**src/rtl/spr_pkg.sv**
```systemverilog
// Shared constants and helpers for the sprite renderer/compositor.
package spr_pkg;

  localparam int H_RES     = 640;
  localparam int V_RES     = 480;
  localparam int COLR_BITS = 4;
  localparam int CORDW     = 16;
  localparam int BG_CODE   = 15;

  typedef logic [COLR_BITS-1:0] colr_t;
  typedef logic [CORDW-1:0]     coord_t;

  // Half-open span test done one bit wider than a coordinate so lo+len never wraps.
  function automatic logic in_span(input logic [CORDW:0] v,
                                   input logic [CORDW:0] lo,
                                   input logic [CORDW:0] len);
    return (v >= lo) && (v < lo + len);
  endfunction

endpackage

```
**src/rtl/sprite_engine.sv**
```systemverilog
// One scaled sprite channel: row FSM driven by line pulses, column counter driven by sx,
// ROM address generation and the opaque flag aligned with returning ROM data.
module sprite_engine import spr_pkg::*; #(
  parameter int SPR_W = 17,
  parameter int SPR_H = 18,
  parameter int SCALE = 4,
  localparam int ADDRW = $clog2(SPR_W * SPR_H)
) (
  input  logic                 clk_pix,
  input  logic                 rst_n,
  input  logic                 i_frame,
  input  logic                 i_line,
  input  logic [CORDW-1:0]     i_sx,
  input  logic [CORDW-1:0]     i_sy,
  input  logic [CORDW-1:0]     i_x,
  input  logic [CORDW-1:0]     i_y,
  input  logic                 i_en,
  input  logic [COLR_BITS-1:0] i_rom_data,
  output logic [ADDRW-1:0]     o_rom_addr,
  output logic [COLR_BITS-1:0] o_code,
  output logic                 o_opaque
);

  localparam int SPAN_W = SPR_W * SCALE;
  localparam int SPAN_H = SPR_H * SCALE;
  localparam int RW     = (SPR_H > 1) ? $clog2(SPR_H) : 1;
  localparam int CW     = (SPR_W > 1) ? $clog2(SPR_W) : 1;
  localparam int SW     = (SCALE > 1) ? $clog2(SCALE) : 1;

  typedef enum logic [1:0] {ST_IDLE, ST_ACTIVE, ST_DONE} eng_state_t;

  eng_state_t       r_state;
  logic [RW-1:0]    r_row;
  logic [SW-1:0]    r_rsub;
  logic [ADDRW-1:0] r_rowbase;
  logic [CW-1:0]    r_col;
  logic [SW-1:0]    r_csub;
  logic             r_hit_p1;
  logic             r_hit_p2;
  logic [ADDRW-1:0] r_addr_p1;
  logic             w_start;
  logic             w_hit;

  assign w_start = i_en && in_span({1'b0, i_sy}, {1'b0, i_y}, (CORDW+1)'(SPAN_H));
  assign w_hit   = (r_state == ST_ACTIVE) && (i_sx < CORDW'(H_RES)) &&
                   in_span({1'b0, i_sx}, {1'b0, i_x}, (CORDW+1)'(SPAN_W));

  // Row state: a frame pulse restarts the engine, but a coincident line pulse may start it at once
  always_ff @(posedge clk_pix or negedge rst_n) begin
    if (!rst_n) begin
      r_state   <= ST_IDLE;
      r_row     <= '0;
      r_rsub    <= '0;
      r_rowbase <= '0;
    end else begin
      if (i_frame) r_state <= ST_IDLE;
      if (i_line) begin
        if (i_frame || r_state == ST_IDLE) begin
          if (w_start) begin
            r_state   <= ST_ACTIVE;
            r_row     <= '0;
            r_rsub    <= '0;
            r_rowbase <= '0;
          end
        end else if (r_state == ST_ACTIVE) begin
          if (r_rsub == SW'(SCALE - 1)) begin
            r_rsub <= '0;
            if (r_row == RW'(SPR_H - 1)) begin
              r_state <= ST_DONE;
            end else begin
              r_row     <= r_row + RW'(1);
              r_rowbase <= r_rowbase + ADDRW'(SPR_W);
            end
          end else begin
            r_rsub <= r_rsub + SW'(1);
          end
        end
      end
    end
  end

  always_ff @(posedge clk_pix or negedge rst_n) begin
    if (!rst_n) begin
      r_col     <= '0;
      r_csub    <= '0;
      r_hit_p1  <= 1'b0;
      r_addr_p1 <= '0;
      r_hit_p2  <= 1'b0;
    end else begin
      // S1: hit test and address
      r_hit_p1 <= w_hit;
      if (w_hit) begin
        r_addr_p1 <= r_rowbase + ADDRW'(r_col);
        if (r_csub == SW'(SCALE - 1)) begin
          r_csub <= '0;
          r_col  <= r_col + CW'(1);
        end else begin
          r_csub <= r_csub + SW'(1);
        end
      end else begin
        r_addr_p1 <= '0;
        r_col     <= '0;
        r_csub    <= '0;
      end
      // S2: ROM data for the S1 address arrives alongside this flag
      r_hit_p2 <= r_hit_p1;
    end
  end

  assign o_rom_addr = r_addr_p1;
  assign o_code     = r_hit_p2 ? i_rom_data : '0;
  assign o_opaque   = (o_code != '0);

endmodule

```
**src/rtl/sprite_compositor.sv**
```systemverilog
// Multi-sprite compositor: frame-shadowed positions, per-sprite engines, priority merge,
// 3-stage sync delay and per-frame collision flags.
module sprite_compositor import spr_pkg::*; #(
  parameter int NUM_SPR = 4,
  parameter int SPR_W   = 17,
  parameter int SPR_H   = 18,
  parameter int SCALE   = 4,
  localparam int ADDRW  = $clog2(SPR_W * SPR_H)
) (
  input  logic                         clk_pix,
  input  logic                         rst_n,
  input  logic [CORDW-1:0]             sx,
  input  logic [CORDW-1:0]             sy,
  input  logic                         de,
  input  logic                         hsync,
  input  logic                         vsync,
  input  logic                         frame,
  input  logic                         line,
  input  logic [NUM_SPR*CORDW-1:0]     spr_x,
  input  logic [NUM_SPR*CORDW-1:0]     spr_y,
  input  logic [NUM_SPR-1:0]           spr_en,
  output logic [NUM_SPR*ADDRW-1:0]     rom_addr,
  input  logic [NUM_SPR*COLR_BITS-1:0] rom_data,
  output logic [COLR_BITS-1:0]         pix_code,
  output logic                         out_de,
  output logic                         out_hs,
  output logic                         out_vs,
  output logic [NUM_SPR-1:0]           collide,
  output logic                         collide_vld
);

  logic [NUM_SPR*CORDW-1:0]     r_x;
  logic [NUM_SPR*CORDW-1:0]     r_y;
  logic [NUM_SPR-1:0]           r_en;
  logic [NUM_SPR*CORDW-1:0]     w_x;
  logic [NUM_SPR*CORDW-1:0]     w_y;
  logic [NUM_SPR-1:0]           w_en;
  logic                         r_vld_p1, r_vld_p2;
  logic                         r_hs_p1, r_hs_p2;
  logic                         r_vs_p1, r_vs_p2;
  logic                         r_fr_p1, r_fr_p2;
  logic [NUM_SPR*COLR_BITS-1:0] w_code;
  logic [NUM_SPR-1:0]           w_opq;
  logic [NUM_SPR-1:0]           w_ovl;
  logic [NUM_SPR-1:0]           r_acc;
  logic [COLR_BITS-1:0]         w_pix;
  logic                         w_multi;

  // Values being captured are used on the frame pulse itself so a sprite at y=0 still starts
  assign w_x  = frame ? spr_x  : r_x;
  assign w_y  = frame ? spr_y  : r_y;
  assign w_en = frame ? spr_en : r_en;

  always_ff @(posedge clk_pix or negedge rst_n) begin
    if (!rst_n) begin
      r_x  <= '0;
      r_y  <= '0;
      r_en <= '0;
    end else if (frame) begin
      r_x  <= spr_x;
      r_y  <= spr_y;
      r_en <= spr_en;
    end
  end

  for (genvar g = 0; g < NUM_SPR; g++) begin : g_eng
    sprite_engine #(
      .SPR_W (SPR_W),
      .SPR_H (SPR_H),
      .SCALE (SCALE)
    ) u_eng (
      .clk_pix    (clk_pix),
      .rst_n      (rst_n),
      .i_frame    (frame),
      .i_line     (line),
      .i_sx       (sx),
      .i_sy       (sy),
      .i_x        (w_x[g*CORDW +: CORDW]),
      .i_y        (w_y[g*CORDW +: CORDW]),
      .i_en       (w_en[g]),
      .i_rom_data (rom_data[g*COLR_BITS +: COLR_BITS]),
      .o_rom_addr (rom_addr[g*ADDRW +: ADDRW]),
      .o_code     (w_code[g*COLR_BITS +: COLR_BITS]),
      .o_opaque   (w_opq[g])
    );
  end

  always_comb begin
    w_pix = COLR_BITS'(BG_CODE);
    for (int i = NUM_SPR - 1; i >= 0; i--) begin
      if (w_opq[i]) w_pix = w_code[i*COLR_BITS +: COLR_BITS];
    end
  end

  assign w_multi = (w_opq & (w_opq - NUM_SPR'(1))) != '0;
  assign w_ovl   = (r_vld_p2 && w_multi) ? w_opq : '0;

  always_ff @(posedge clk_pix or negedge rst_n) begin
    if (!rst_n) begin
      r_vld_p1    <= 1'b0;
      r_hs_p1     <= 1'b0;
      r_vs_p1     <= 1'b0;
      r_fr_p1     <= 1'b0;
      r_vld_p2    <= 1'b0;
      r_hs_p2     <= 1'b0;
      r_vs_p2     <= 1'b0;
      r_fr_p2     <= 1'b0;
      pix_code    <= '0;
      out_de      <= 1'b0;
      out_hs      <= 1'b0;
      out_vs      <= 1'b0;
      collide     <= '0;
      collide_vld <= 1'b0;
      r_acc       <= '0;
    end else begin
      // S1
      r_vld_p1 <= de;
      r_hs_p1  <= hsync;
      r_vs_p1  <= vsync;
      r_fr_p1  <= frame;
      // S2
      r_vld_p2 <= r_vld_p1;
      r_hs_p2  <= r_hs_p1;
      r_vs_p2  <= r_vs_p1;
      r_fr_p2  <= r_fr_p1;
      // S3: merge, aligned syncs, collision accumulate/publish
      pix_code    <= r_vld_p2 ? w_pix : '0;
      out_de      <= r_vld_p2;
      out_hs      <= r_hs_p2;
      out_vs      <= r_vs_p2;
      collide_vld <= r_fr_p2;
      if (r_fr_p2) begin
        collide <= r_acc;
        r_acc   <= w_ovl;
      end else begin
        r_acc <= r_acc | w_ovl;
      end
    end
  end

endmodule

```
**config.mk**
```make
export PLATFORM = sky130hd
export DESIGN_NAME = sprite_compositor
export DESIGN_NICKNAME = d
export VERILOG_FILES = /design/src/rtl/spr_pkg.sv /design/src/rtl/sprite_engine.sv /design/src/rtl/sprite_compositor.sv
export SDC_FILE = /design/constraint.sdc
export NUM_CORES = 1
export LEC_CHECK = 0
export ABC_AREA = 1
export BUFFER_PORTS_ARGS = -buffer_cell sky130_fd_sc_hd__buf_2
export CAP_MARGIN = 20
export CORE_MARGIN = 2
export CORE_UTILIZATION = 48
export DETAILED_ROUTE_END_ITERATION = 16
export GPL_TIMING_DRIVEN = 0
export PLACE_DENSITY = 0.78
export SETUP_SLACK_MARGIN = 0.05
export SLEW_MARGIN = 10
export SYNTH_ARGS = -nofsm -noshare
export SYNTH_HDL_FRONTEND = slang
export SYNTH_SLANG_ARGS = --single-unit
export TNS_END_PERCENT = 10
```
**constraint.sdc**
```tcl
create_clock -name clk_pix -period 6.5 [get_ports clk_pix]
set_input_delay 0.65 -clock clk_pix [delete_from_list [all_inputs] [get_ports clk_pix]]
set_output_delay 0.65 -clock clk_pix [all_outputs]
set_load 0.03 [all_outputs]
```
# Word-level counts from Yosys, hierarchy flattened
# Index checks and enable logic that the tools add are counted.
[word_totals]
input_bits = 187
wordCells = 302
out_inout_bits = 48
reg_bits = 300
[op_classes]
bitwise_logic = 2
addsub = 33
muxes = 118
n_eq_ne = 28
reduce_logical = 50
magnitude_cmp = 17
[op_table]
columns = ["cell", "count"]
rows = [
  ["two-way mux 9 bit", 24],
  ["two-way mux 5 bit", 28],
  ["adder 16 x 7 -> 17 bit (second input constant)", 8],
  ["< comparator 16 x 17 -> 1 bit", 8],
  ["greater-or-equal comparator 16 bit", 8],
  ["two-way mux 64 bit", 2],
  ["two-way mux 2 bit", 52],
  ["two-way mux 4 bit", 12],
  ["adder 5 x 1 -> 5 bit (second input constant)", 8],
  ["adder 9 x 5 -> 9 bit", 4],
  ["adder 9 x 5 -> 9 bit (second input constant)", 4],
  ["logical AND 1 bit", 21],
  ["equality test 5 bit (second input constant)", 4],
  ["AND reduction 5 bit", 4],
  ["nonzero test 4 bit", 5],
  ["adder 2 x 1 -> 2 bit (second input constant)", 8],
  ["equality test 2 bit (second input constant)", 8],
  ["< comparator 16 x 10 -> 1 bit (second input constant)", 1],
  ["inequality test 2 x 1 -> 1 bit (second input constant)", 8],
  ["nonzero test 2 bit", 8],
  ["AND reduction 3 bit", 4],
  ["equality test 2 x 1 -> 1 bit (second input constant)", 4],
  ["logical NOT 2 bit", 4],
  ["inequality test 2 bit (second input constant)", 4],
  ["other kinds (4)", 7],
]

# Depth between registers and ports, before layout
[depth]
word_depth = 9
ltp_mapped = 29
ltp_nobuf = 25

# By module
# A second synthesis with hierarchy kept.
[unflattened]
hier_cells = 2520
area_unflattened_um2 = 22037.4
[by_module_without_submodules]
columns = ["module", "cells_each", "n_inst", "seq_area_each_um2", "area_each_um2"]
rows = [
  ["sprite_compositor", 372, 1, 3903.7, 6118.4],
  ["sprite_engine (g_eng[1].u_eng)", 540, 1, 900.9, 4000.1],
  ["sprite_engine (g_eng[2].u_eng)", 538, 1, 900.9, 3991.3],
  ["sprite_engine (g_eng[3].u_eng)", 537, 1, 900.9, 3986.3],
  ["sprite_engine (g_eng[0].u_eng)", 533, 1, 900.9, 3941.3],
]

# Least setup slack after synthesis
# No wires, ideal clock.
[synth_timing]
path_kind = "input to register"
start = "input port frame"
end = "register g_eng[2].u_eng.r_addr_p1[7]"
path_stages = 22
required_ns = 6.380
n_path_buf = 4
setup_slack_ns = 2.837
arrival_time_ns = 3.543
setup_ns = 0.120
cell_sequence = "buf_6 > inv_4 > buf_4 > buf_2 > or2_2 > o21ai_1 > inv_1 > ha_1 > nand3_2 > a21oi_4 > nand2_1 > nor4_1 > nand2_1 > xor2_1 > ha_1 > nand2_1 > inv_1 > nand4_1 > nand3b_1 > nand4_4 > buf_6 > nor2_1"
[synth_via]
elab_chain_len = 6
word_cells_on_any_way = 7
cone_classes = "add/sub: 1; order compare: 2; mux: 2; reduce/logical: 2"
[synth_lines]
columns = ["element", "line_no", "source"]
rows = [
  ["start, declared", "sprite_compositor.sv:17", "input logic frame,"],
  ["two-way mux 64 bit (*)", "n/a", ""],
  ["via g_eng[2].u_eng.i_x[2]", "sprite_engine.sv:15", "input logic [CORDW-1:0] i_x,"],
  ["adder 16 x 7 -> 17 bit", "spr_pkg.sv:17", "return (v >= lo) && (v < lo + len);"],
  ["< comparator 16 x 17 -> 1 bit", "spr_pkg.sv:17", ""],
  ["logical AND 1 bit (*)", "spr_pkg.sv:17", ""],
  ["logical AND 1 bit (*)", "sprite_engine.sv:45", "assign w_hit = (r_state == ST_ACTIVE) && (i_sx < CORDW'(H_RES)) &&"],
  ["two-way mux 9 bit (*)", "sprite_engine.sv:92", "if (w_hit) begin"],
  ["end signal, assigned", "sprite_engine.sv:93", "r_addr_p1 <= r_rowbase + ADDRW'(r_col);"],
  ["end, declared", "sprite_engine.sv:40", "logic [ADDRW-1:0] r_addr_p1;"],
]
# The timed path passes the listed nets; every way through them passes the cells marked *.
# A chain may end at the register's enable or synchronous reset.

# Final worst setup path
[layout_timing]
start = "input port frame"
end = "register g_eng[2].u_eng.r_addr_p1[5]"
# Same word-level chain as after synthesis.

==> out/summary.txt <==
Gr ovfl total = 0
Final setup viols = 0
TNS Setup = 0 ps
GPL Wtd Cong = 0.9217
DIE WIDTH = 215.3 um
Clk_lat worst skew = 560 ps
TritonCTS clock tree = yes
Max Slew Vio Count = 0
DP HPWL = 42360 um
PostCTS Resize Cnt = 0
Crit path kind = in -> reg
Primary FF master, synth = dfrtp_1
Maximum clock insertion buffer count = 3
FP Rows = 77
Fillers = 4109
Die area = 46370 sq um
Yosys warns = 0
Synthesized area = 21440 sq um
Initial Utilization = 48.59%
Clock root cell = clkbuf_16
Layout cells sized above 1 = 16.66%
Crit. End Element = flop
WL per Instance = 15.59 um
Final hold vios = 0
DRT iter0 DRCs = 1036
Count of cell types in the netlist = 47
DRC Markers = 0
Post-synthesis sequential area ratio = 35.02%
Leak Pwr = 0.01291 uW
EDFF count, synth = 0
Antenna violations before repair = 1
CP max FO = 10
Routed vias = 18560
Largest net degree at the start of global routing = 114
Crit path max-delay family = simple AND/OR/NAND/NOR gates
Max VDD drop = 0.0002009 V
Most common cell after layout, fill and taps aside = nand2_1
Worst Skew = 37.35 ps
Status = finished clean
Ports = 235
Port bufs = 233
Core area = 44120 sq um
CP peak stage delay = 450 ps
MaxCap Viol Count = 0
Number of H-tree levels = 2
Final Cycle Share = 68.06%
Syn_nets = 3144
Hold-fix buffers, CTS = 0
FF+latch count, synth = 300
Die height = 215.3 um
Crit path DAT = 4890 ps
CP Cell Sequence = buf_2 > buf_6 > inv_4 > buf_4 > buf_2 > or2_2 > o21ai_1 > inv_1 > ha_1 > nand3_2 > a21oi_4 > nand2_1 > nor4_1 > xor2_1 > ha_1 > a21oi_1 > o21ai_0 > nand4_1 > o211ai_1 > nor2_2 > nand4_4 > buf_6 > nor2_2
Ant diodes = 0
RSZ-0062 raised after global routing = false
Hold crit path type = in -> async
Final std cells w/o fill = 3557
Synth Instances = 2665
Number of global-route vias before repair = 17710
NumNets Final = 3418
Ys async rst share = 100.0%
DR vias/cell = 5.217
Worst Path Buf+Inv = 7
Synth Area per Inst = 8.045 sq um
Worst-margin pin slew = 1135 ps
Crit start category = input pin
Commonest non-fill, non-tap cells in the layout = 597 x nand2_1, 316 x inv_1, 300 x dfrtp_1
Rel. slew slack = 23.65%
Postcts setup bufs = 0
GRT Overall Usage = 23.89%
Power Density = 216.3 nW/um^2
Post-Route WL = 55440 um
Fmax = 226.0 MHz
Final period demand of the worst path = 4424 ps
Routed Antenna Nets = 0
First-pass GRT wire length = 89090 um
Critical path's slowest cell = nor4_1
Pre-antenna DRT Iters = 5
Clock sinks = 300
CP required = 6970 ps
Reg clk slew, reported paths = 50 ps
Area growth syn-to-layout = 14.89%
DP Cell Count = 3492
Cts bufs inserted = 37
==> worst register-to-register path, delay by kind of cell (launching register included) <==
| kind | cells | cell delay [ps] |
|---|---|---|
| buffers and inverters | 2 | 410 |
| XOR/XNOR | 1 | 160 |
| AND/OR/NAND/NOR | 9 | 1500 |
| flip-flops | 1 | 330 |
| adder cells (fa/ha/maj) | 2 | 510 |
| AO/OA/AOI/OAI | 3 | 480 |
==> power by group <==
group	switching [uW]	internal, uW
clock network	836	1260
logic	771	441
registers	49.4	1970
==> registers in the layout (all words and copies together), names as in the netlist, 8 cells and up <==
signal                  flops
r_x                        64
g_eng.u_eng.r_state         8
g_eng.u_eng.r_col          20
g_eng.u_eng.r_rsub          8
g_eng.u_eng.r_row          20
g_eng.u_eng.o_rom_addr     36
r_y                        64
g_eng.u_eng.r_rowbase      36
g_eng.u_eng.r_csub          8
==> cells in the mapped netlist, types with 5 or more instances <==
library cell	count	share of area, %
a211oi_1	9	0.32
a21oi_1	153	3.6
a31oi_1	5	0.15
buf_2	13	0.30
buf_6	22	1.2
clkbuf_1	15	0.26
dfrtp_1	300	35
ha_1	288	17
inv_1	316	5.5
inv_2	8	0.14
nand2_1	597	10
nand2_2	17	0.50
nand3_1	145	3.4
nand3_2	8	0.37
nand3b_1	14	0.49
nand4_1	49	1.4
nor2_1	194	3.4
nor2_2	43	1.3
nor3_1	47	1.1
nor3_2	8	0.37
nor3b_1	6	0.21
nor4_1	9	0.26
o211ai_1	8	0.28
o21a_1	16	0.56
o21ai_0	91	2.1
o21ai_1	36	0.84
o21bai_1	6	0.21
o22ai_1	5	0.15
or2_2	59	1.7
xnor2_1	21	0.86
xor2_1	112	4.6
==> final timing paths <==
path | depth (start not counted) | endpoint | slack (ps) | start
worst min register to register | 0 | r_hs_p2 | 340 | r_hs_p1
min in group clk_pix | 1 | r_vld_p1 | 210 | de
max in group asynchronous | 2 | r_hs_p1 | 5370 | rst_n
worst max-delay path | 23 | g_eng[2].u_eng.o_rom_addr[5] | 2080 | frame
worst min-delay path | 1 | r_x[58] | 100 | rst_n
worst max register to register | 17 | g_eng[0].u_eng.r_csub[0] | 3010 | r_x[2]
==> layer usage <==
metal / wire, um / vias to the layer above / global-route usage, %
met3: 3111 / 78 / 3.227
met1: 24830 / 8707 / 31.57
met2: 25850 / 461 / 40.31
met5: 0 / - / 0
met4: 1647 / 0 / 8.207
li1: - / 9310 / -
==> kinds of logic after synthesis <==
| group | synth area share, % |
|---|---|
| buffers and inverters | 7.598 |
| muxes | 0.1868 |
| and+or+nand+nor | 25.67 |
| DFF | 35.02 |
| AOI/OAI and AO/OA | 8.917 |
| adders and majority gates | 17.18 |
| xor gates and xnor gates | 5.433 |
==> area by class of cell <==
| cell class | count | area [sq um] | share of cell area [%] |
|---|---|---|---|
| tap | 592 | 740.7 | 3.007 |
| clock inverter | 19 | 220.2 | 0.8940 |
| timing repair buffer | 235 | 1231 | 4.998 |
| buffer | 55 | 402.9 | 1.636 |
| clock buffer | 46 | 999.7 | 4.059 |
| multi-input combinational | 1984 | 12300 | 49.95 |
| inverter | 326 | 1226 | 4.978 |
| sequential | 300 | 7507 | 30.48 |
==> through the flow <==
step           util (%)  power (uW)  hold slack, ps  area, sq um  setup slack [ps]
5_1_grt           55.82        5634           170.6        24630              1900
2_1_floorplan         -        2869           331.2        21440              2838
3_3_place_gp      52.91        3216           331.6        23350            -958.4
4_1_cts           55.82        5367           118.8        24630              2180
6_report          55.82        5327           104.9        24630              2076
3_5_place_dp      53.06        3252           334.7        23410              1678
No activity file was read; power rests on OpenSTA's default activity.
